`src/rtl/fetch_ctrl_if.sv`:
```
// Instruction-memory request/response and decode valid/ready signals of the fetch stage.
// The fetch sequencer uses the master view; the memory/decode side uses the slave view.
interface fetch_ctrl_if;
    logic        imem_req;
    logic [31:0] imem_addr;
    logic        imem_rvalid;
    logic [31:0] imem_rdata;
    logic        inst_valid;
    logic [31:0] inst;
    logic [31:0] inst_pc;
    logic        inst_ready;

    modport master (
        output imem_req,
        output imem_addr,
        input  imem_rvalid,
        input  imem_rdata,
        output inst_valid,
        output inst,
        output inst_pc,
        input  inst_ready
    );

    modport slave (
        input  imem_req,
        input  imem_addr,
        output imem_rvalid,
        output imem_rdata,
        input  inst_valid,
        input  inst,
        input  inst_pc,
        output inst_ready
    );
endinterface

```
`src/rtl/fetch_ctrl.sv`:
```
// Instruction-fetch sequencer: one memory request per fetch, a one-entry decode buffer,
// and branch redirects that squash a response fetched on the wrong path.
module fetch_ctrl (
    input  logic         clk,
    input  logic         rst,
    input  logic [31:0]  pc,
    output logic         pc_enable,
    output logic         pc_mux,
    output logic [31:0]  target,
    input  logic         redirect_valid,
    input  logic [31:0]  redirect_target,
    fetch_ctrl_if.master bus
);

    typedef enum logic [1:0] {
        ST_IDLE = 2'd0,
        ST_REQ  = 2'd1,
        ST_HOLD = 2'd2
    } state_t;

    state_t      state_r;
    logic        kill_r;
    logic        imem_req_r;
    logic [31:0] req_addr_r;
    logic        inst_valid_r;
    logic [31:0] inst_r;
    logic [31:0] inst_pc_r;
    logic        accept_s;

    assign bus.imem_req   = imem_req_r;
    assign bus.imem_addr  = req_addr_r;
    assign bus.inst_valid = inst_valid_r;
    assign bus.inst       = inst_r;
    assign bus.inst_pc    = inst_pc_r;

    // PC update strobe: a redirect always wins over the sequential step of an accepted fetch
    always_comb begin
        accept_s  = 1'b0;
        pc_enable = 1'b0;
        pc_mux    = 1'b0;
        target    = redirect_target;
        if (rst) begin
            pc_enable = 1'b0;
            pc_mux    = 1'b0;
        end else if (redirect_valid) begin
            pc_enable = 1'b1;
            pc_mux    = 1'b1;
        end else if ((state_r == ST_REQ) && bus.imem_rvalid && !kill_r) begin
            pc_enable = 1'b1;
            accept_s  = 1'b1;
        end else begin
            pc_enable = 1'b0;
        end
    end

    // Fetch sequencer with registered request and instruction-buffer outputs
    always_ff @(posedge clk) begin
        if (rst) begin
            state_r      <= ST_IDLE;
            kill_r       <= 1'b0;
            imem_req_r   <= 1'b0;
            req_addr_r   <= 32'd0;
            inst_valid_r <= 1'b0;
            inst_r       <= 32'd0;
            inst_pc_r    <= 32'd0;
        end else begin
            case (state_r)
                ST_IDLE: begin
                    req_addr_r   <= redirect_valid ? redirect_target : pc;
                    imem_req_r   <= 1'b1;
                    inst_valid_r <= 1'b0;
                    state_r      <= ST_REQ;
                end
                ST_REQ: begin
                    if (bus.imem_rvalid) begin
                        imem_req_r <= 1'b0;
                        kill_r     <= 1'b0;
                        if (accept_s) begin
                            inst_r       <= bus.imem_rdata;
                            inst_pc_r    <= req_addr_r;
                            inst_valid_r <= 1'b1;
                            state_r      <= ST_HOLD;
                        end else begin
                            state_r <= ST_IDLE;
                        end
                    end else if (redirect_valid) begin
                        // the address stays put until the wrong-path response drains
                        kill_r <= 1'b1;
                    end else begin
                        kill_r <= kill_r;
                    end
                end
                ST_HOLD: begin
                    if (redirect_valid || bus.inst_ready) begin
                        inst_valid_r <= 1'b0;
                        state_r      <= ST_IDLE;
                    end else begin
                        inst_valid_r <= 1'b1;
                    end
                end
                default: begin
                    state_r      <= ST_IDLE;
                    kill_r       <= 1'b0;
                    imem_req_r   <= 1'b0;
                    inst_valid_r <= 1'b0;
                end
            endcase
        end
    end

endmodule

```
`src/flat_wrapper.sv`:
```
// flat-port wrapper written by rule: the top's interface ports become plain ports
module fetch_ctrl_flat 
  (clk, rst, pc, pc_enable, pc_mux, target, redirect_valid, redirect_target, bus_imem_req, bus_imem_addr, bus_imem_rvalid, bus_imem_rdata, bus_inst_valid, bus_inst, bus_inst_pc, bus_inst_ready);
  fetch_ctrl_if bus_i ();
  input  logic clk;
  input  logic rst;
  input  logic [31:0] pc;
  output logic pc_enable;
  output logic pc_mux;
  output logic [31:0] target;
  input  logic redirect_valid;
  input  logic [31:0] redirect_target;
  output wire logic [$bits(bus_i.imem_req)-1:0] bus_imem_req;
  output wire logic [$bits(bus_i.imem_addr)-1:0] bus_imem_addr;
  input wire logic [$bits(bus_i.imem_rvalid)-1:0] bus_imem_rvalid;
  input wire logic [$bits(bus_i.imem_rdata)-1:0] bus_imem_rdata;
  output wire logic [$bits(bus_i.inst_valid)-1:0] bus_inst_valid;
  output wire logic [$bits(bus_i.inst)-1:0] bus_inst;
  output wire logic [$bits(bus_i.inst_pc)-1:0] bus_inst_pc;
  input wire logic [$bits(bus_i.inst_ready)-1:0] bus_inst_ready;
  assign bus_imem_req = bus_i.imem_req;
  assign bus_imem_addr = bus_i.imem_addr;
  assign bus_i.imem_rvalid = bus_imem_rvalid;
  assign bus_i.imem_rdata = bus_imem_rdata;
  assign bus_inst_valid = bus_i.inst_valid;
  assign bus_inst = bus_i.inst;
  assign bus_inst_pc = bus_i.inst_pc;
  assign bus_i.inst_ready = bus_inst_ready;
  fetch_ctrl u_core (.clk(clk), .rst(rst), .pc(pc), .pc_enable(pc_enable), .pc_mux(pc_mux), .target(target), .redirect_valid(redirect_valid), .redirect_target(redirect_target), .bus(bus_i));
endmodule
```
`config.mk`:
```
export PLATFORM = sky130hd
export DESIGN_NAME = fetch_ctrl_flat
export DESIGN_NICKNAME = d
export VERILOG_FILES = /design/src/rtl/fetch_ctrl_if.sv /design/src/rtl/fetch_ctrl.sv /design/src/flat_wrapper.sv
export SDC_FILE = /design/constraint.sdc
export NUM_CORES = 1
export LEC_CHECK = 0
export BUFFER_PORTS_ARGS = -buffer_cell sky130_fd_sc_hd__buf_2
export CORE_AREA = 3 3 105 107
export CTS_CLUSTER_SIZE = 8
export DETAILED_ROUTE_END_ITERATION = 10
export DIE_AREA = 0 0 108 110
export PLACE_DENSITY = 0.79
export REMOVE_ABC_BUFFERS = 1
export SYNTH_ARGS = -nofsm -noshare
export SYNTH_HDL_FRONTEND = slang
export SYNTH_SLANG_ARGS = --single-unit
```
`constraint.sdc`:
```
create_clock -name clk -period 2.1 [get_ports clk]
set_input_delay 0.315 -clock clk [delete_from_list [all_inputs] [get_ports clk]]
set_output_delay 0.315 -clock clk [all_outputs]
set_load 0.01 [all_outputs]
```
==> results of run 1 <==
cells by family after synthesis:
kind of cell	after synthesis	synth area share, %
multiplexers	32	6.84
AND/OR/NAND/NOR	178	20.2
buffers and inverters	78	11.8
AO/OA/AOI/OAI	105	17.2
adder cells (fa/ha/maj)	3	0.802
flip-flops	101	43.2
through the flow:
step                setup TNS (ns)  cells
finish                           0    816
floorplan                   -97.72    421
detailed placement               0    801
CTS                              0    816
global route                     0    816
global placement                 0    801
worst max-delay path, stage by stage (launching register included):
cell	delay, ns
dfxtp_1	0.33
inv_1	0.08
ha_2	0.21
and3b_2	0.23
nor2_1	0.05
nor2_1	0.12
buf_2	0.17
power by group through the flow:
stage / registers (mW) / clock network [mW] / logic (mW)
after floorplan: 2.19 / 0 / 0.274
after global placement: 2.14 / 0 / 0.720
after detailed placement: 2.15 / 0 / 0.741
after CTS: 2.10 / 1.13 / 0.743
after global routing: 2.12 / 1.20 / 0.808
final: 2.10 / 1.10 / 0.735
cells in the final DEF (no fill, tap or decap):
cell type	Yosys	routed
nand4_1	1	1
buf_2	14	232
and2_4	1	1
o21ai_0	17	17
a21oi_1	4	4
nor2_4	0	1
nand2_1	1	1
a211oi_1	33	33
ha_1	3	1
inv_1	2	2
clkbuf_1	15	1
clkinv_2	0	2
nor3b_1	1	1
nor2_1	37	36
mux2i_1	32	32
o21ai_2	50	50
nand3_1	67	67
nor2b_1	2	2
nand3b_1	1	1
clkbuf_8	0	10
dfxtp_1	101	101
ha_2	0	2
buf_12	5	6
clkinvlp_4	0	2
and3b_2	0	1
or3b_2	1	1
o311ai_2	1	1
buf_4	37	6
nand2b_1	65	65
final timing paths:
check	cells after the start	startpoint	endpoint	slack, ns
hold reg to reg	2	u_core.bus.inst[4]	u_core.bus.inst[4]	0.48
setup reg to reg	6	u_core.state_r[1]	u_core.bus.inst_pc[31]	0.44
setup / recovery	6	u_core.state_r[1]	pc_enable	0.24
hold / removal	3	bus_imem_rdata[8]	u_core.bus.inst[8]	0.17
flip-flops by register name (all words and copies together), names as in the netlist:
signal / count
u_core.bus.imem_addr: 32
u_core.bus.inst: 32
u_core.bus.inst_pc: 32
u_core.state_r: 2
u_core.bus.imem_req: 1
u_core.bus.inst_valid: 1
u_core.kill_r: 1
final cells by class:
class,instances,share of cell area (%)
clock buffer,11,2.43
sequential,101,34.8
tap,136,2.93
multi-input combinational,318,36.5
inverter,2,0.129
timing repair buffer,244,22.8
clock inverter,4,0.430
per-layer routing:
metal	vias to the layer above	track usage, %	routed length, µm
li1	2048	-	-
met1	1927	23.0	4880
met2	167	36.0	6230
met3	15	3.61	836
met4	0	7.66	202
met5	-	0	0
==> results by group, run 1 <==
Run status
  • Status: complete, no violations

Synth
  • Top-area cell type share of the netlist area: 43.2%
  • Synth Warn #: 0
  • Top cells by area, synth: dfxtp_1 43%, o21ai_2 9.4%, nand2b_1 8.7%, nand3_1 7.2%, mux2i_1 6.8%
  • Most used DFF post-synth: dfxtp_1
  • Area leader, netlist: dfxtp_1
  • Yosys cell types: 28
  • Sequential share of the synthesized area: 43.2%
  • Most frequent cell after synthesis: dfxtp_1
  • EDFF count, synth: 0
  • Post-synth ARST share: 0%
  • Most frequent cells after synthesis: 101 x dfxtp_1, 67 x nand3_1, 65 x nand2b_1
  • Avg Cell Area, Syn: ~9.4 µm²
  • Mapped Cells: 497
  • FF+latch count, synth: 101
  • Mapped cell area: 4680 µm²

Setup path
  • Worst-path fanout max: 5
  • Required @ worst endpoint: 1.78 ns
  • CP Data Arrival Time: 1.54 ns
  • Critical path launch point type: register
  • Crit end category: output pin
  • Worst setup path class: reg -> out

STA
  • Highest Clock Rate: approximately 540 MHz
  • Final hold slack: 0.170 ns
  • Worst Max-Slew Pin Slew: 0.472 ns
  • Clock Skews: between 0.007 and 0.008 ns
  • Final Max Slew Viols: 0
  • RSZ-0062 raised after global routing: false
  • Slew headroom: 68.5%
  • Final period util: 88.5%
  • Setup WS post-layout: 0.241 ns
  • Final min period: 1.86 ns
  • Fin. Hold Viols: 0
  • Final setup fails: 0

Global route
  • GRT Residual Overflow: 0
  • Vias in the first global route: around 4,000
  • Initial antenna violation count: 0
  • First-pass GRT wire length: 18,800 µm
  • Aggregate global-route resource usage: 19.8%
  • Largest net degree at the start of global routing: 96

Worst hold path
  • Worst Hold Class: in -> reg

Finish
  • Fraction of layout cells with a size suffix above 1: ~46%
  • NumNets Final: 780
  • Filler Cell Count: approximately 940
  • Inserted Diodes: 0
  • Multi-input logic area: 2120 µm²
  • Post-route cell area: 5820 µm²
  • Final core utilization: 56.8%
  • P&R area growth vs syn: 24.2%
  • Sequential Area: 2020 µm²

Pwr
  • Sequential share of power: 53.5%
  • Switching share of power: 28.7%
  • Switch Pwr: 1.13 mW
  • Clock power frac: 27.9%
  • Static Leak: 2.72 nW
  • Worst vdd ir: 0.293 mV
  • Combinational power share: about a fifth
  • Int Pwr: 2.81 mW
  • Design Power: ~4 mW
  • Power Dens Cells: 677 nW/µm²

Placement
  • Post-DP Area: 5650 µm²
  • Placer Congestion: 0.783
  • Pre-CTS WS: 0.439 ns
  • Buffers added on ports: approximately 230
  • DP HPWL: 8950 µm

Clock network
  • Setup repair bufs after CTS: 0
  • Number of CTS-inserted buffers: 9
  • Root buffer cell: clkbuf_8
  • Clk_lat worst skew: about 0.36 ns
  • H-tree Lvls: 3
  • CTS resizes: 0
  • Cts hold-fix bufs: 0
  • CTS Buffer Depth: 2
  • Clock tree from TritonCTS: done
  • Total clock sinks: 101
  • CTS clk-pin slew, worst paths: 0.09 ns

Die
  • Die Width: 108 µm
  • Core footprint: 10,200 µm²
  • Die area: 11,900 µm²
  • I/O Pins: about 230
  • Row count: 37
  • Initial Util: 45.8%
  • Die Y: around 110 µm

Detailed routing
  • # DRC: 0
  • Post-route ant nets: 0
  • Via density: 5.09
  • Wirelength per Cell: 14.9 µm
  • WL final: 12,100 µm
  • Detailed router's first-iteration violation count: roughly 250
  • TritonRoute pass-1 iters: 4
  • Vias post-DR: 4,157

Run
  • Max Cap Viol: 0
(Power assumes the default switching activity.)
==> run 2: changes to the inputs <==
--- a/config.mk
+++ b/config.mk
@@ -6,10 +6,11 @@
 export NUM_CORES = 1
 export LEC_CHECK = 0
 export BUFFER_PORTS_ARGS = -buffer_cell sky130_fd_sc_hd__buf_2
-export CORE_AREA = 3 3 105 107
+export CORE_AREA = 3 3 121 94
+export CTS_BUF_LIST = sky130_fd_sc_hd__clkbuf_8 sky130_fd_sc_hd__clkbuf_16
 export CTS_CLUSTER_SIZE = 8
 export DETAILED_ROUTE_END_ITERATION = 10
-export DIE_AREA = 0 0 108 110
+export DIE_AREA = 0 0 124 97
 export PLACE_DENSITY = 0.79
 export REMOVE_ABC_BUFFERS = 1
 export SYNTH_ARGS = -nofsm -noshare
==> run 2 against run 1 <==
  * Total power increased by 11%
  * Clock power increased by 38%
  * Core utilization increased by 0.73 points
  * Sequential power about the same
  * Largest cell class unchanged
==> results by group, run 2 (same netlist as run 1, synthesis figures left out) <==
Run status
  • Status: complete, no violations

Global route
  • Aggregate global-route resource usage: about a fifth
  • Largest net degree at the start of global routing: 105
  • Initial antenna violation count: 0
  • Vias in the first global route: 3,888
  • GRT Residual Overflow: 0
  • First-pass GRT wire length: 19,200 µm

Placement
  • DP HPWL: 9120 µm
  • Placer Congestion: 0.753
  • Buffers added on ports: roughly 230
  • Pre-CTS WS: 0.365 ns

Worst hold path
  • Hold Path Depth: 3
  • Hold path endpoint: u_core.bus.inst[10]
  • Hold path startpoint: bus_imem_rdata[10]
  • Worst Hold Class: in -> reg

Clock network
  • Root buffer cell: clkbuf_16
  • Clk_lat worst skew: 0.33 ns
  • Cts hold-fix bufs: 0
  • Total clock sinks: 101
  • CTS resizes: 0
  • CTS clk-pin slew, worst paths: about 0.07 ns
  • H-tree Lvls: 3
  • Setup repair bufs after CTS: 0
  • Number of CTS-inserted buffers: 9
  • Clock tree from TritonCTS: done
  • CTS Buffer Depth: 2

Setup path
  • Crit path depth: 6
  • Crit path cell chain: inv_1 -> ha_1 -> and3b_2 -> nor2_1 -> nor2_1 -> buf_2
  • Critical path launch point type: register
  • R2R setup slack: 0.36 ns
  • CP Data Arrival Time: around 1.6 ns
  • Critical path's largest stage delay: 0.32 ns
  • Worst Path Buf+Inv: 2
  • Crit end category: output pin
  • Worst setup path class: reg -> out
  • Required @ worst endpoint: around 1.8 ns
  • Delay-heaviest family, CP: simple AND/OR/NAND/NOR gates
  • Critical Path Start: u_core.state_r[1]
  • Worst-path fanout max: 7
  • Reg-to-Reg End: u_core.bus.inst[6]
  • R2R Path Start: u_core.state_r[1]
  • Slowest cell on the critical path: dfxtp_1
  • Path depth of the worst reg2reg path: 6
  • Most common cell on crit path: nor2_1

Pwr
  • Switching share of power: ~27%
  • Clock power frac: between 30% and 40%
  • Power Dens Cells: around 740 nW/µm²
  • Combinational power share: between 10% and 20%
  • Switch Pwr: about 1.2 mW
  • Sequential share of power: 48.3%
  • Static Leak: 2.78 nW
  • Design Power: 4.36 mW
  • Worst vdd ir: roughly 0.35 mV
  • Int Pwr: 3.18 mW

STA
  • Fin. Hold Viols: 0
  • Worst Max-Slew Pin Slew: roughly 0.40 ns
  • Slew headroom: roughly three quarters
  • Final min period: 1.89 ns
  • RSZ-0062 raised after global routing: false
  • Final period util: 89.8%
  • Final setup fails: 0
  • Clock Skews: 0.00477 ns
  • Final hold slack: 0.208 ns
  • Setup WS post-layout: 0.214 ns
  • Highest Clock Rate: 530 MHz
  • Final Max Slew Viols: 0

Finish
  • Commonest non-fill, non-tap cell in the layout: buf_2
  • Inserted Diodes: 0
  • NumNets Final: 782
  • Fraction of layout cells with a size suffix above 1: 46.6%
  • P&R area growth vs syn: 26.0%
  • Commonest cells after routing, fill and taps aside: 232 x buf_2, 101 x dfxtp_1, 67 x nand3_1

Die
  • Die area: 12,000 µm²
  • Die Width: 124 µm
  • I/O Pins: 233
  • Initial Util: 45.7%
  • Die Y: between 90 and 100 µm
  • Row count: 32
  • Core footprint: ~10,000 µm²

Detailed routing
  • WL final: about 12,000 µm
  • Vias post-DR: 4,185
  • Wirelength per Cell: 15.1 µm
  • TritonRoute pass-1 iters: 4
  • Post-route ant nets: 0
  • Via density: 5.11
  • # DRC: 0
  • Detailed router's first-iteration violation count: 216

Run
  • Max Cap Viol: 0
run 2: cell count changes in the layout (fill, tap and decap cells not counted), moves of 2 or more:
cell,before,now
buf_12,6,3
buf_4,6,11
clkbuf_16,0,9
clkbuf_8,10,1
clkinv_2,2,4
clkinvlp_4,2,0
run 2: metal layers:
metal	part of all wire [%]	up-vias	global-route usage [%]
met4	0.98	0	5.05
met5	0	-	0
met3	7.9	11	4.97
li1	-	2055	-
met1	41	1948	24.0
met2	50	171	34.1
run 2: layout make-up:
type | instances | area [µm²]
repair buffers | 246 | 1300
fillers | 909 | 4350
inverters | 2 | 7.51
clock buffers | 10 | 239
multi-input cells | 318 | 2120
flip-flops and latches | 101 | 2020
clock inverters | 6 | 37.5
well taps | 136 | 170
run 2: power by group through the flow:
stage	combinational, mW	clock [mW]	sequential (mW)
global placement	0.723	0	2.14
global route	0.806	1.65	2.12
detailed placement	0.740	0	2.15
CTS	0.743	1.57	2.10
finish	0.734	1.52	2.10
floorplan	0.274	0	2.19
run 2: worst max path at each step:
stage | endpoint | slack (ns)
2_1_floorplan | u_core.bus.inst[0] | -1.55
3_3_place_gp | u_core.bus.inst[6] | 0.44
3_5_place_dp | u_core.bus.inst[6] | 0.36
4_1_cts | pc_enable | 0.18
5_1_grt | pc_enable | 0.08
6_report | pc_enable | 0.21
run 2: metrics by stage:
step,cell area [µm²],instances,util (%),setup TNS [ns]
3_5_place_dp,5620,803,54.9,0
2_1_floorplan,4140,421,-,-97.72
5_1_grt,5900,819,57.6,0
4_1_cts,5900,819,57.6,0
6_report,5900,819,57.6,0
3_3_place_gp,5620,803,54.9,0
run 2: worst min-delay path, cell delays in order:
cell and delay, ns:
buf_2 0.08, nand3_1 0.05, o21ai_0 0.06
==> run 3: changes to the inputs <==
--- a/config.mk
+++ b/config.mk
@@ -11,8 +11,8 @@
 export CTS_CLUSTER_SIZE = 8
 export DETAILED_ROUTE_END_ITERATION = 10
 export DIE_AREA = 0 0 124 97
+export GPL_TIMING_DRIVEN = 0
 export PLACE_DENSITY = 0.79
-export REMOVE_ABC_BUFFERS = 1
 export SYNTH_ARGS = -nofsm -noshare
 export SYNTH_HDL_FRONTEND = slang
 export SYNTH_SLANG_ARGS = --single-unit
==> run 3 against run 2 <==
  * Worst hold slack got worse by 0.0095 ns
  * Cell count is 7.2% higher
  * Design area grew 7.0%
  * Die area unchanged
  * Total power is 7.1% higher
  * Core utilization grew 4.1 points
  * Clock skew up 0.00095 ns
  * Wire length increased by 12%
  * Largest power group unchanged
  * Clock power rose by 15%
  * Worst setup slack worse by 0.095 ns
  * Highest routed layer unchanged
  * Flip-flop and latch count did not move
==> results by group, run 3 (same netlist as run 1, synthesis figures left out) <==
STA
  • Clock Skews: 0.00572 ns
  • Final Max Slew Viols: 0
  • Final setup fails: 0
  • Setup WS post-layout: 0.118 ns
  • Final min period: 1.98 ns
  • Highest Clock Rate: 505 MHz
  • Worst Max-Slew Pin Slew: 0.612 ns
  • TNS Setup: 0 ns
  • Final period util: 94.4%
  • Fin. Hold Viols: 0
  • Slew headroom: 59.2%
  • RSZ-0062 raised after global routing: false

Run
  • Max Cap Viol: 0

Clock network
  • Number of CTS-inserted buffers: 9
  • CTS clk-pin slew, worst paths: about 0.06 ns
  • Root buffer cell: clkbuf_16
  • Setup repair bufs after CTS: 0
  • Clk_lat worst skew: ~0.34 ns
  • CTS Buffer Depth: 2
  • Clock tree from TritonCTS: done
  • H-tree Lvls: 3
  • Total clock sinks: 101

Detailed routing
  • # DRC: 0
  • Post-route ant nets: 0
  • WL final: 13,900 µm
  • Vias post-DR: approximately 4,400
  • Wirelength per Cell: 15.9 µm
  • Detailed router's first-iteration violation count: 204
  • TritonRoute pass-1 iters: 4
  • Via density: roughly 5.0

Placement
  • Placed cell count: 865
  • Buffers added on ports: 232
  • DP HPWL: 10,800 µm
  • Pre-CTS WS: 0.140 ns
  • Placer Congestion: 0.826

Finish
  • Non-filler cells, final: 878
  • Commonest cells after routing, fill and taps aside: 245 x buf_2, 101 x dfxtp_1, 67 x nand3_1
  • P&R area growth vs syn: 34.9%
  • NumNets Final: ~840
  • Inserted Diodes: 0
  • Fraction of layout cells with a size suffix above 1: 48.0%
  • Final core utilization: about three fifths
  • Commonest non-fill, non-tap cell in the layout: buf_2

Die
  • I/O Pins: 233
  • Core footprint: 10,200 µm²
  • Row count: 32
  • Initial Util: 45.7%
  • Die Y: 97 µm
  • Die Width: 124 µm
  • Die area: 12,000 µm²

Pwr
  • Static Leak: 3.02 nW
  • Worst vdd ir: roughly 0.45 mV
  • Design Power: 4.66 mW
  • Power Dens Cells: 739 nW/µm²

Global route
  • Largest net degree at the start of global routing: 24
  • Vias in the first global route: 4,274
  • Aggregate global-route resource usage: about 22%
  • First-pass GRT wire length: between 20,000 and 25,000 µm
  • GRT Residual Overflow: 0
  • Initial antenna violation count: 0

Setup path
  • Required @ worst endpoint: 1.78 ns
  • Worst setup path class: reg -> out
  • Worst-path fanout max: 23
  • Critical path launch point type: register
  • Crit end category: output pin
  • CP Data Arrival Time: 1.67 ns

Run status
  • Status: complete, no violations

Synth
  • Syn nets: between 600 and 700

Worst hold path
  • Worst Hold Class: in -> reg
[run 3: cell count changes in the layout (fill, tap and decap cells not counted), sizes merged]
cell	delta
clkbuf	+16
bufinv	+2
clkinvlp	+1
buf	+44
clkinv	-4
[run 3: area by class of cell]
class	instances	area, µm²
Sequential cell	101	2020
Clock buffer	10	239
Tap cell	136	170
Clock inverter	5	76.3
Timing Repair Buffer	232	1160
Inverter	2	7.51
Buffer	74	531
Multi-Input combinational cell	318	2110
Fill cell	912	3930
[run 3: routing by layer]
| layer | track usage, % | up-vias | part of all wire (%) |
|---|---|---|---|
| li1 | - | 2174 | - |
| met1 | 29.5 | 2089 | 44 |
| met2 | 37.4 | 156 | 49 |
| met3 | 4.91 | 10 | 6.4 |
| met4 | 5.56 | 0 | 0.82 |
| met5 | 0 | - | 0 |
[run 3: what timing repair did]
| action | CTS | global route |
|---|---|---|
| setup endpoints to repair | 1 | 0 |
| resized for setup | 0 | 0 |
| hold buffers | 0 | 0 |
[run 3: critical path, stage by stage, from the launching register on]
cell	delay (ns)
dfxtp_1	0.33
inv_1	0.08
ha_1	0.22
and3b_1	0.20
buf_6	0.22
nor2_1	0.06
nor2_1	0.08
buf_2	0.14
[run 3: path summary, 6_finish.rpt]
| path | from | to | slack [ns] | cells past startpoint |
|---|---|---|---|---|
| worst min register to register | u_core.bus.inst[2] | u_core.bus.inst[2] | 0.47 | 2 |
| worst max-delay path | u_core.state_r[1] | pc_enable | 0.12 | 7 |
| worst min-delay path | bus_imem_rdata[11] | u_core.bus.inst[11] | 0.20 | 3 |
| worst max register to register | u_core.state_r[0] | u_core.bus.imem_addr[18] | 0.14 | 5 |
[run 3: per-stage QoR]
step | hold slack, ns | instance area [µm²]
global route | 0.204 | 6320
detailed placement | 0.463 | 6010
CTS | 0.188 | 6320
finish | 0.198 | 6320
global placement | 0.459 | 6010
floorplan | 0.445 | 4680
[run 3: power breakdown]
part / leakage [nW] / switching (mW) / internal, mW
clock network: 0.156 / 0.688 / 1.06
registers: 0.825 / 0.0798 / 2.03
logic: 2.04 / 0.443 / 0.363
total: 3.02 / 1.21 / 3.45
